File: src/rtl/wf_pkg.sv
// wf_pkg: shared definitions for the waveform memory loader.
//   - wf_state_t     : loader FSM states
//   - DEF_ADDR_W/DATA_W : default RAM geometry
//   - effective_len  : maps a programmed length of 0 to full RAM depth
package wf_pkg;

    localparam int unsigned DEF_ADDR_W = 14;
    localparam int unsigned DEF_DATA_W = 16;

    typedef enum logic [1:0] {
        IDLE    = 2'd0,
        CAPTURE = 2'd1,
        WRITE   = 2'd2
    } wf_state_t;

    // A programmed length of 0 selects the whole RAM (2^addr_w words).
    function automatic logic [31:0] effective_len(input logic [31:0] len,
                                                  input int unsigned addr_w);
        if (len == '0) begin
            return 32'd1 << addr_w;
        end
        return len;
    endfunction

endpackage

File: src/rtl/wf_mem_loader_sync_edge.sv
// sync_edge: multi-flop synchroniser for an asynchronous level, plus a
// registered copy of the synchronised value for rising-edge detection.
//   clk, rst_n : system clock, async active-low reset
//   d          : asynchronous input level
//   level      : synchronised level
//   rise       : one-cycle pulse when level goes 0 -> 1
module sync_edge #(
    parameter int unsigned STAGES = 2
) (
    input  logic clk,
    input  logic rst_n,
    input  logic d,
    output logic level,
    output logic rise
);

    logic [STAGES-1:0] sync_q;
    logic              prev_q;

    always_ff @(posedge clk or negedge rst_n) begin
        if (!rst_n) begin
            sync_q <= '0;
            prev_q <= 1'b0;
        end else begin
            sync_q <= {sync_q[STAGES-2:0], d};
            prev_q <= sync_q[STAGES-1];
        end
    end

    assign level = sync_q[STAGES-1];
    assign rise  = sync_q[STAGES-1] & ~prev_q;

endmodule

File: src/rtl/wf_mem_loader.sv
// wf_mem_loader: brings the FX2 waveform write strobe into the system clock
// domain and writes each strobed word into the waveform RAM at an
// auto-incrementing address.
//   clk, rst_n          : system/RAM clock, async active-low reset
//   wf_mem_data         : quasi-static waveform word from the FX2 register bank
//   wf_mem_clk          : asynchronous write strobe (rising edge = new word)
//   load_en, addr_clr   : asynchronous control levels (enable / clear)
//   wf_len              : words to load, 0 = full depth
//   ram_we/addr/wdata   : RAM write port
//   wr_count            : words written since last clear
//   busy, done, overrun : status back to the control path
module wf_mem_loader
    import wf_pkg::*;
#(
    parameter int unsigned ADDR_W      = DEF_ADDR_W,
    parameter int unsigned DATA_W      = DEF_DATA_W,
    parameter int unsigned SYNC_STAGES = 2
) (
    input  logic              clk,
    input  logic              rst_n,
    input  logic [DATA_W-1:0] wf_mem_data,
    input  logic              wf_mem_clk,
    input  logic              load_en,
    input  logic              addr_clr,
    input  logic [ADDR_W-1:0] wf_len,
    output logic              ram_we,
    output logic [ADDR_W-1:0] ram_addr,
    output logic [DATA_W-1:0] ram_wdata,
    output logic [ADDR_W:0]   wr_count,
    output logic              busy,
    output logic              done,
    output logic              overrun
);

    wf_state_t state, state_nxt;

    logic strb_rise, strb_lvl;
    logic load_lvl, clr_lvl;
    logic cap_en, wr_done, ovr_set;

    logic [31:0]     eff_len32;
    logic [ADDR_W:0] eff_len;
    logic [ADDR_W:0] count_nxt;

    sync_edge #(.STAGES(SYNC_STAGES)) u_sync_strb (
        .clk(clk), .rst_n(rst_n), .d(wf_mem_clk), .level(strb_lvl), .rise(strb_rise)
    );

    sync_edge #(.STAGES(SYNC_STAGES)) u_sync_load (
        .clk(clk), .rst_n(rst_n), .d(load_en), .level(load_lvl), .rise()
    );

    sync_edge #(.STAGES(SYNC_STAGES)) u_sync_clr (
        .clk(clk), .rst_n(rst_n), .d(addr_clr), .level(clr_lvl), .rise()
    );

    assign eff_len32 = effective_len(32'(wf_len), ADDR_W);
    assign eff_len   = eff_len32[ADDR_W:0];
    assign count_nxt = wr_count + (ADDR_W+1)'(1);

    always_ff @(posedge clk or negedge rst_n) begin
        if (!rst_n) begin
            state <= IDLE;
        end else begin
            state <= state_nxt;
        end
    end

    always_comb begin
        state_nxt = state;
        cap_en    = 1'b0;
        wr_done   = 1'b0;
        ovr_set   = 1'b0;
        if (clr_lvl) begin
            state_nxt = IDLE;
        end else begin
            case (state)
                IDLE: begin
                    // With loading disabled an edge is silently ignored.
                    if (strb_rise && load_lvl) begin
                        if (done) begin
                            ovr_set = 1'b1;
                        end else begin
                            state_nxt = CAPTURE;
                        end
                    end
                end
                CAPTURE: begin
                    cap_en    = 1'b1;
                    state_nxt = WRITE;
                    ovr_set   = strb_rise;
                end
                WRITE: begin
                    wr_done   = 1'b1;
                    state_nxt = IDLE;
                    ovr_set   = strb_rise;
                end
                default: state_nxt = IDLE;
            endcase
        end
    end

    // Combinational from state so an async reset or a clear removes the
    // pulse in the same cycle.
    assign ram_we   = (state == WRITE) && !clr_lvl;
    assign ram_addr = wr_count[ADDR_W-1:0];
    assign busy     = (state != IDLE);

    always_ff @(posedge clk or negedge rst_n) begin
        if (!rst_n) begin
            ram_wdata <= '0;
            wr_count  <= '0;
            done      <= 1'b0;
            overrun   <= 1'b0;
        end else if (clr_lvl) begin
            wr_count <= '0;
            done     <= 1'b0;
            overrun  <= 1'b0;
        end else begin
            if (cap_en) begin
                ram_wdata <= wf_mem_data;
            end
            if (wr_done) begin
                wr_count <= count_nxt;
                // >= so a length shrunk below the current count still
                // completes on the next write.
                if (count_nxt >= eff_len) begin
                    done <= 1'b1;
                end
            end
            if (ovr_set) begin
                overrun <= 1'b1;
            end
        end
    end

endmodule

File: config.mk
export PLATFORM = sky130hd
export DESIGN_NAME = wf_mem_loader
export DESIGN_NICKNAME = d
export VERILOG_FILES = /design/src/rtl/wf_pkg.sv /design/src/rtl/wf_mem_loader_sync_edge.sv /design/src/rtl/wf_mem_loader.sv
export SDC_FILE = /design/constraint.sdc
export NUM_CORES = 1
export LEC_CHECK = 0
export ABC_AREA = 1
export ABC_CLOCK_PERIOD_IN_PS = 3000
export CAP_MARGIN = 40
export CORE_ASPECT_RATIO = 1.2
export CORE_MARGIN = 2
export CORE_UTILIZATION = 45
export CTS_CLUSTER_SIZE = 10
export DETAILED_ROUTE_END_ITERATION = 7
export MAX_ROUTING_LAYER = met4
export PLACE_DENSITY = 0.83
export SKIP_CTS_REPAIR_TIMING = 1
export SYNTH_ARGS = -nofsm -noshare
export SYNTH_HDL_FRONTEND = slang
export SYNTH_HIERARCHICAL = 1
export SYNTH_SLANG_ARGS = --single-unit
File: constraint.sdc
create_clock -name clk -period 3 [get_ports clk]
set_clock_uncertainty 0.1 [all_clocks]
set_input_delay 0.6 -clock clk [delete_from_list [all_inputs] [get_ports clk]]
set_output_delay 0.6 -clock clk [all_outputs]
set_load 0.05 [all_outputs]
==> results.md, run 1 <==
* 1st-pass router iterations at 4
* Clock share of power at 0.283
* Worst-path maximum fanout at 7
* DR WL/cell at 13.9 um
* CP dominant cell by count: inv_1
* Post-route cell area at between 3000 and 4000 um2
* Min Tclk post-route at about 2.8 ns
* Crit path arrival time at 2.12 ns
* Global routing met1 resource utilization at 0.243
* Drt total wl at between 5 and 6 mm
* Cell row count at 30
* Post-Synthesis Cells at 282
* Worst Setup Start Kind: register
* First-pass GRT wire length at about 10 mm
* Core footprint at around 5600 um2
* Worst Setup Path Type: register to output port
* Initial core utilization at 0.459
* Die width at between 70 and 80 um
* Routing usage on met3 at 0.0535
* Pins over their slew limit at 0
* Buffers plus inverters on the worst setup path at 3
* Initial antenna violation count at 0
* Fmax at 0.355 GHz
* Internal at roughly 1200 uW
* ANT nets after route at 0
* WP data required at 2.30 ns
* CTS sink cnt at 42
* Pwr Density at 545 nW/um2
* DIE AREA at 6290 um2
* Worst Max-Slew Pin Slew at between 0.5 and 0.6 ns
* Ant. Diodes at 0
* Leakage at 0.00171 uW
* DP HPWL at 4.73 mm
* Yosys warning total at 6
* Cells after DPL at about 410
* Worst vdd ir at 0.000538 V
* Status: finished clean
* Buffers on Ports at slightly above 80
* Root Driver: clkbuf_8
* Vias in the first global route at roughly 2200
* Layout area overhead at 36.4%
* Final period util at 0.940
* GR Util met2 at 0.364
* Largest net degree at the start of global routing at 26
* Die Span Y at 86.5 um
* Initial DRC Count at 54
* Setup TNS at 0 ns
* Total congestion overflow at 0
* Net Sw Power at 648 uW
* Slowest CP cell: clkdlybuf4s50_1
* Clock buffer count from CTS at 5
* Combinational share of power at 0.349
* Post-Route Utilization at 0.627
* Via count at ~2100
* Largest stage delay, worst path at roughly 0.85 ns
* Mapped Avg Cell Area at slightly above 9 um2
* Max cap viols at 0
* Critical-path cell list: inv_1, ha_1, inv_1, nor2_4, clkdlybuf4s50_1
* Maximum clock path buffer count at 2
* CP top delay family: buffers and inverters
* Number of remaining DRC errors at 0
* Total track usage at 0.215
* Sw Ratio at 0.342
* Seq pwr share at 0.368
* CP endpoint kind: output port
* Worst-path clk slew at approximately 0.080 ns
* DP Area at between 3000 and 4000 um2
* Gr busiest metal: met2
* Final Hold Viols at 0
* Final Non-Filler Cells at roughly 420
* # IOs at 84
* Gpl congestion at ~0.85
* Slew headroom at 0.648
* Unrepaired setup endpoints after global routing: false
* Hold Path Class: input port to async pin
* Final setup fails at 0
* TritonCTS clock tree: built
* Worst skew pair latency at approximately 0.3 ns
* H-tree levels at 2
* Drt via density at ~5.0
* Post-Syn Area at around 2600 um2
* Syn_nets at ~340
* Nets at between 400 and 500
* Proportion of layout cells with a drive suffix above 1 at 0.129
registers in the layout, summed over array words and instances (netlist names):
name / count
done: 1
overrun: 1
ram_wdata: 16
state: 2
u_sync_clr/sync_q: 2
u_sync_load/sync_q: 2
u_sync_strb/prev_q: 1
u_sync_strb/sync_q: 2
wr_count: 15
stage by stage:
step           setup slack, ns  hold slack (ns)  power (uW)
2_1_floorplan            0.507            0.204        1120
3_3_place_gp             0.474            0.234        1350
3_5_place_dp             0.386            0.236        1370
4_1_cts                  0.153            0.126        1910
5_1_grt                 0.0734            0.143        1980
6_report                 0.180            0.121        1900
metal layers:
layer / share of wire / up-vias
li1: - / 1035
met1: 0.41 / 961
met2: 0.50 / 94
met3: 0.062 / 15
met4: 0.029 / 0
met5: 0 / -
power by group through the flow:
| stage | clock, uW | combinational, uW | sequential, uW |
|---|---|---|---|
| 2_1_floorplan | 0 | 142 | 975 |
| 3_3_place_gp | 0 | 647 | 704 |
| 3_5_place_dp | 0 | 661 | 707 |
| 4_1_cts | 546 | 666 | 699 |
| 5_1_grt | 579 | 690 | 709 |
| 6_report | 536 | 661 | 699 |
placed cells by master, fill, tap and decap left out, drive strengths merged, types with 2 or more instances in the layout:
master and count:
a21oi 6, buf 2, bufinv 2, clkbuf 5, clkdlybuf4s50 82, dfrtp 42
ha 21, inv 50, mux2 16, nand2 59, nand3 13, nand4 6
nor2 19, nor3 3, nor4 2, o21ai 11, o22ai 6, xor2 8
worst paths after layout:
kind	startpoint	to	slack [ns]	cells past startpoint
max in group asynchronous	rst_n	wr_count[5]$_DFFE_PN0P_	2.21	2
min in group clk	u_sync_strb/sync_q[0]$_DFF_PN0_	u_sync_strb/sync_q[1]$_DFF_PN0_	0.25	0
hold / removal	rst_n	u_sync_strb/sync_q[0]$_DFF_PN0_	0.12	1
hold reg to reg	u_sync_strb/sync_q[0]$_DFF_PN0_	u_sync_strb/sync_q[1]$_DFF_PN0_	0.25	0
setup reg to reg	wr_count[0]$_DFFE_PN0P_	done$_DFFE_PN0P_	0.47	14
setup / recovery	state[0]$_DFFE_PN0P_	ram_we	0.18	5
cell type report:
type | count | area [um2]
fill | 467 | 2070
multi-input combinational | 173 | 1180
sequential | 42 | 1050
timing repair buffer | 84 | 846
inverter | 50 | 188
tap | 64 | 80.1
clock buffer | 5 | 68.8
clock inverter | 3 | 68.8
(Power assumes the default switching activity.)
==> inputs of run 2 (changes only) <==
--- a/config.mk
+++ b/config.mk
@@ -14,7 +14,7 @@
 export CTS_CLUSTER_SIZE = 10
 export DETAILED_ROUTE_END_ITERATION = 7
 export MAX_ROUTING_LAYER = met4
-export PLACE_DENSITY = 0.83
+export PLACE_DENSITY = 0.85
 export SKIP_CTS_REPAIR_TIMING = 1
 export SYNTH_ARGS = -nofsm -noshare
 export SYNTH_HDL_FRONTEND = slang
==> results.md, run 2 (same netlist as run 1, synthesis figures left out) <==
* Worst vdd ir at between 0.0005 and 0.0006 V
* Min Tclk post-route at roughly 2.8 ns
* Cells after DPL at between 400 and 500
* Buffers on Ports at 83
* CTS sink cnt at 42
* WP data required at between 2 and 2.5 ns
* Reg-to-reg startpoint: wr_count[0]$_DFFE_PN0P_
* Core footprint at between 5000 and 6000 um2
* Final Total Pwr at ~1700 uW
* Worst-path clk slew at about 0.090 ns
* DR WL/cell at between 10 and 15 um
* Root Driver: clkbuf_8
* R2R depth at 14
* Cell row count at 30
* CP endpoint kind: output port
* H-tree levels at 2
* Largest register FFs at 16
* Setup TNS at 0 ns
* Fmax at between 0.3 and 0.4 GHz
* Layout area overhead at 34.8%
* Hold Path Class: input port to async pin
* Proportion of layout cells with a drive suffix above 1 at 0.129
* Drt total wl at 5.65 mm
* Slew headroom at 0.650
* Vias in the first global route at around 2100
* Initial core utilization at 0.459
* Final Non-Filler Cells at between 400 and 500
* Drt via density at slightly above 5
* Max cap viols at 0
* Worst skew pair latency at roughly 0.30 ns
* Biggest register: ram_wdata
* Clock buffer count from CTS at 5
* DIE AREA at ~6300 um2
* Unrepaired setup endpoints after global routing: false
* Worst-path maximum fanout at 7
* Number of remaining DRC errors at 0
* Most frequent cells in the layout: clkdlybuf4s50_1 (82), nand2_1 (55), inv_1 (46), dfrtp_1 (42), ha_1 (21)
* Pins over their slew limit at 0
* R2R Setup Slk at about 0.48 ns
* TritonCTS clock tree: built
* Crit path arrival time at approximately 2.1 ns
* Status: finished clean
* Worst Setup Path Type: register to output port
* Total track usage at 0.197
* Final period util at 0.943
* Final Hold Viols at 0
* Nets at between 400 and 500
* Post-place setup slack at roughly 0.37 ns
* # IOs at between 80 and 90
* 1st-pass router iterations at 4
* Gpl congestion at approximately 0.85
* Total congestion overflow at 0
* Most common cell after layout, fill and taps aside: clkdlybuf4s50_1
* Maximum clock path buffer count at 2
* Worst Max-Slew Pin Slew at between 0.5 and 0.6 ns
* Fin worst setup slack at between 0.15 and 0.2 ns
* Initial antenna violation count at 0
* Hold Slack at 0.0304 ns
* Biggest regs: ram_wdata (16), wr_count (15)
* RR Endpoint: done$_DFFE_PN0P_
* Die Span Y at a little under 90 um
* Largest net degree at the start of global routing at 36
* Final setup fails at 0
* Initial DRC Count at just under 100
* ANT nets after route at 0
* Via count at ~2100
* DP HPWL at roughly 4.5 mm
* Die width at ~73 um
* First-pass GRT wire length at 9.18 mm
* Worst Setup Start Kind: register
* Leakage at 0.00168 uW
* Ant. Diodes at 0
* Pwr Density at 507 nW/um2
[run 2: changes by cell type in the layout (fill, tap and decap cells not counted), sizes merged]
cell | previous run | this run
clkinvlp | 0 | 1
inv | 50 | 52
bufinv | 2 | 0
clkinv | 1 | 0
[run 2: layout make-up]
| type | count | area (um2) |
|---|---|---|
| Fill cell | 464 | 2120 |
| Multi-Input combinational cell | 173 | 1180 |
| Sequential cell | 42 | 1050 |
| Timing Repair Buffer | 84 | 846 |
| Inverter | 50 | 188 |
| Tap cell | 64 | 80.1 |
| Clock buffer | 5 | 68.8 |
| Clock inverter | 3 | 27.5 |
[run 2: worst max path at each step]
stage	start	endpoint	depth (start not counted)
3_5_place_dp	wf_len[9]	done$_DFFE_PN0P_	14
6_report	state[0]$_DFFE_PN0P_	ram_we	5
3_3_place_gp	wf_len[0]	done$_DFFE_PN0P_	12
2_1_floorplan	wr_count[0]$_DFFE_PN0P_	done$_DFFE_PN0P_	15
4_1_cts	state[0]$_DFFE_PN0P_	ram_we	5
5_1_grt	state[0]$_DFFE_PN0P_	ram_we	5
[run 2: report_power, final]
group / switching [uW] / internal, uW
clock network: 216 / 172
logic: 392 / 266
registers: 50.4 / 648
total: 659 / 1090
[run 2: per-layer routing]
layer | GRT usage | vias to the layer above | routed length (um)
met1 | 0.226 | 965 | 2300
met5 | - | - | 0
met3 | 0.0465 | 16 | 423
li1 | - | 1039 | -
met2 | 0.320 | 105 | 2740
met4 | 0.0993 | 0 | 190
[run 2: worst max-delay path: stages (launching register included)]
cell	delay, ns
dfrtp_1	0.42
inv_1	0.12
ha_1	0.19
inv_1	0.07
nor2_4	0.18
clkdlybuf4s50_1	0.86
[run 2: through the flow]
stage | area, um2 | util
after floorplan | 2550 | -
after global placement | 3320 | 0.598
after detailed placement | 3340 | 0.602
after CTS | 3440 | 0.619
after global routing | 3440 | 0.619
final | 3440 | 0.619
==> inputs of run 3 (changes only) <==
--- a/config.mk
+++ b/config.mk
@@ -11,7 +11,6 @@
 export CORE_ASPECT_RATIO = 1.2
 export CORE_MARGIN = 2
 export CORE_UTILIZATION = 45
-export CTS_CLUSTER_SIZE = 10
 export DETAILED_ROUTE_END_ITERATION = 7
 export MAX_ROUTING_LAYER = met4
 export PLACE_DENSITY = 0.85
==> results of run 3 <==
The final DEF is identical to that of run 2; final timing and power are the same.
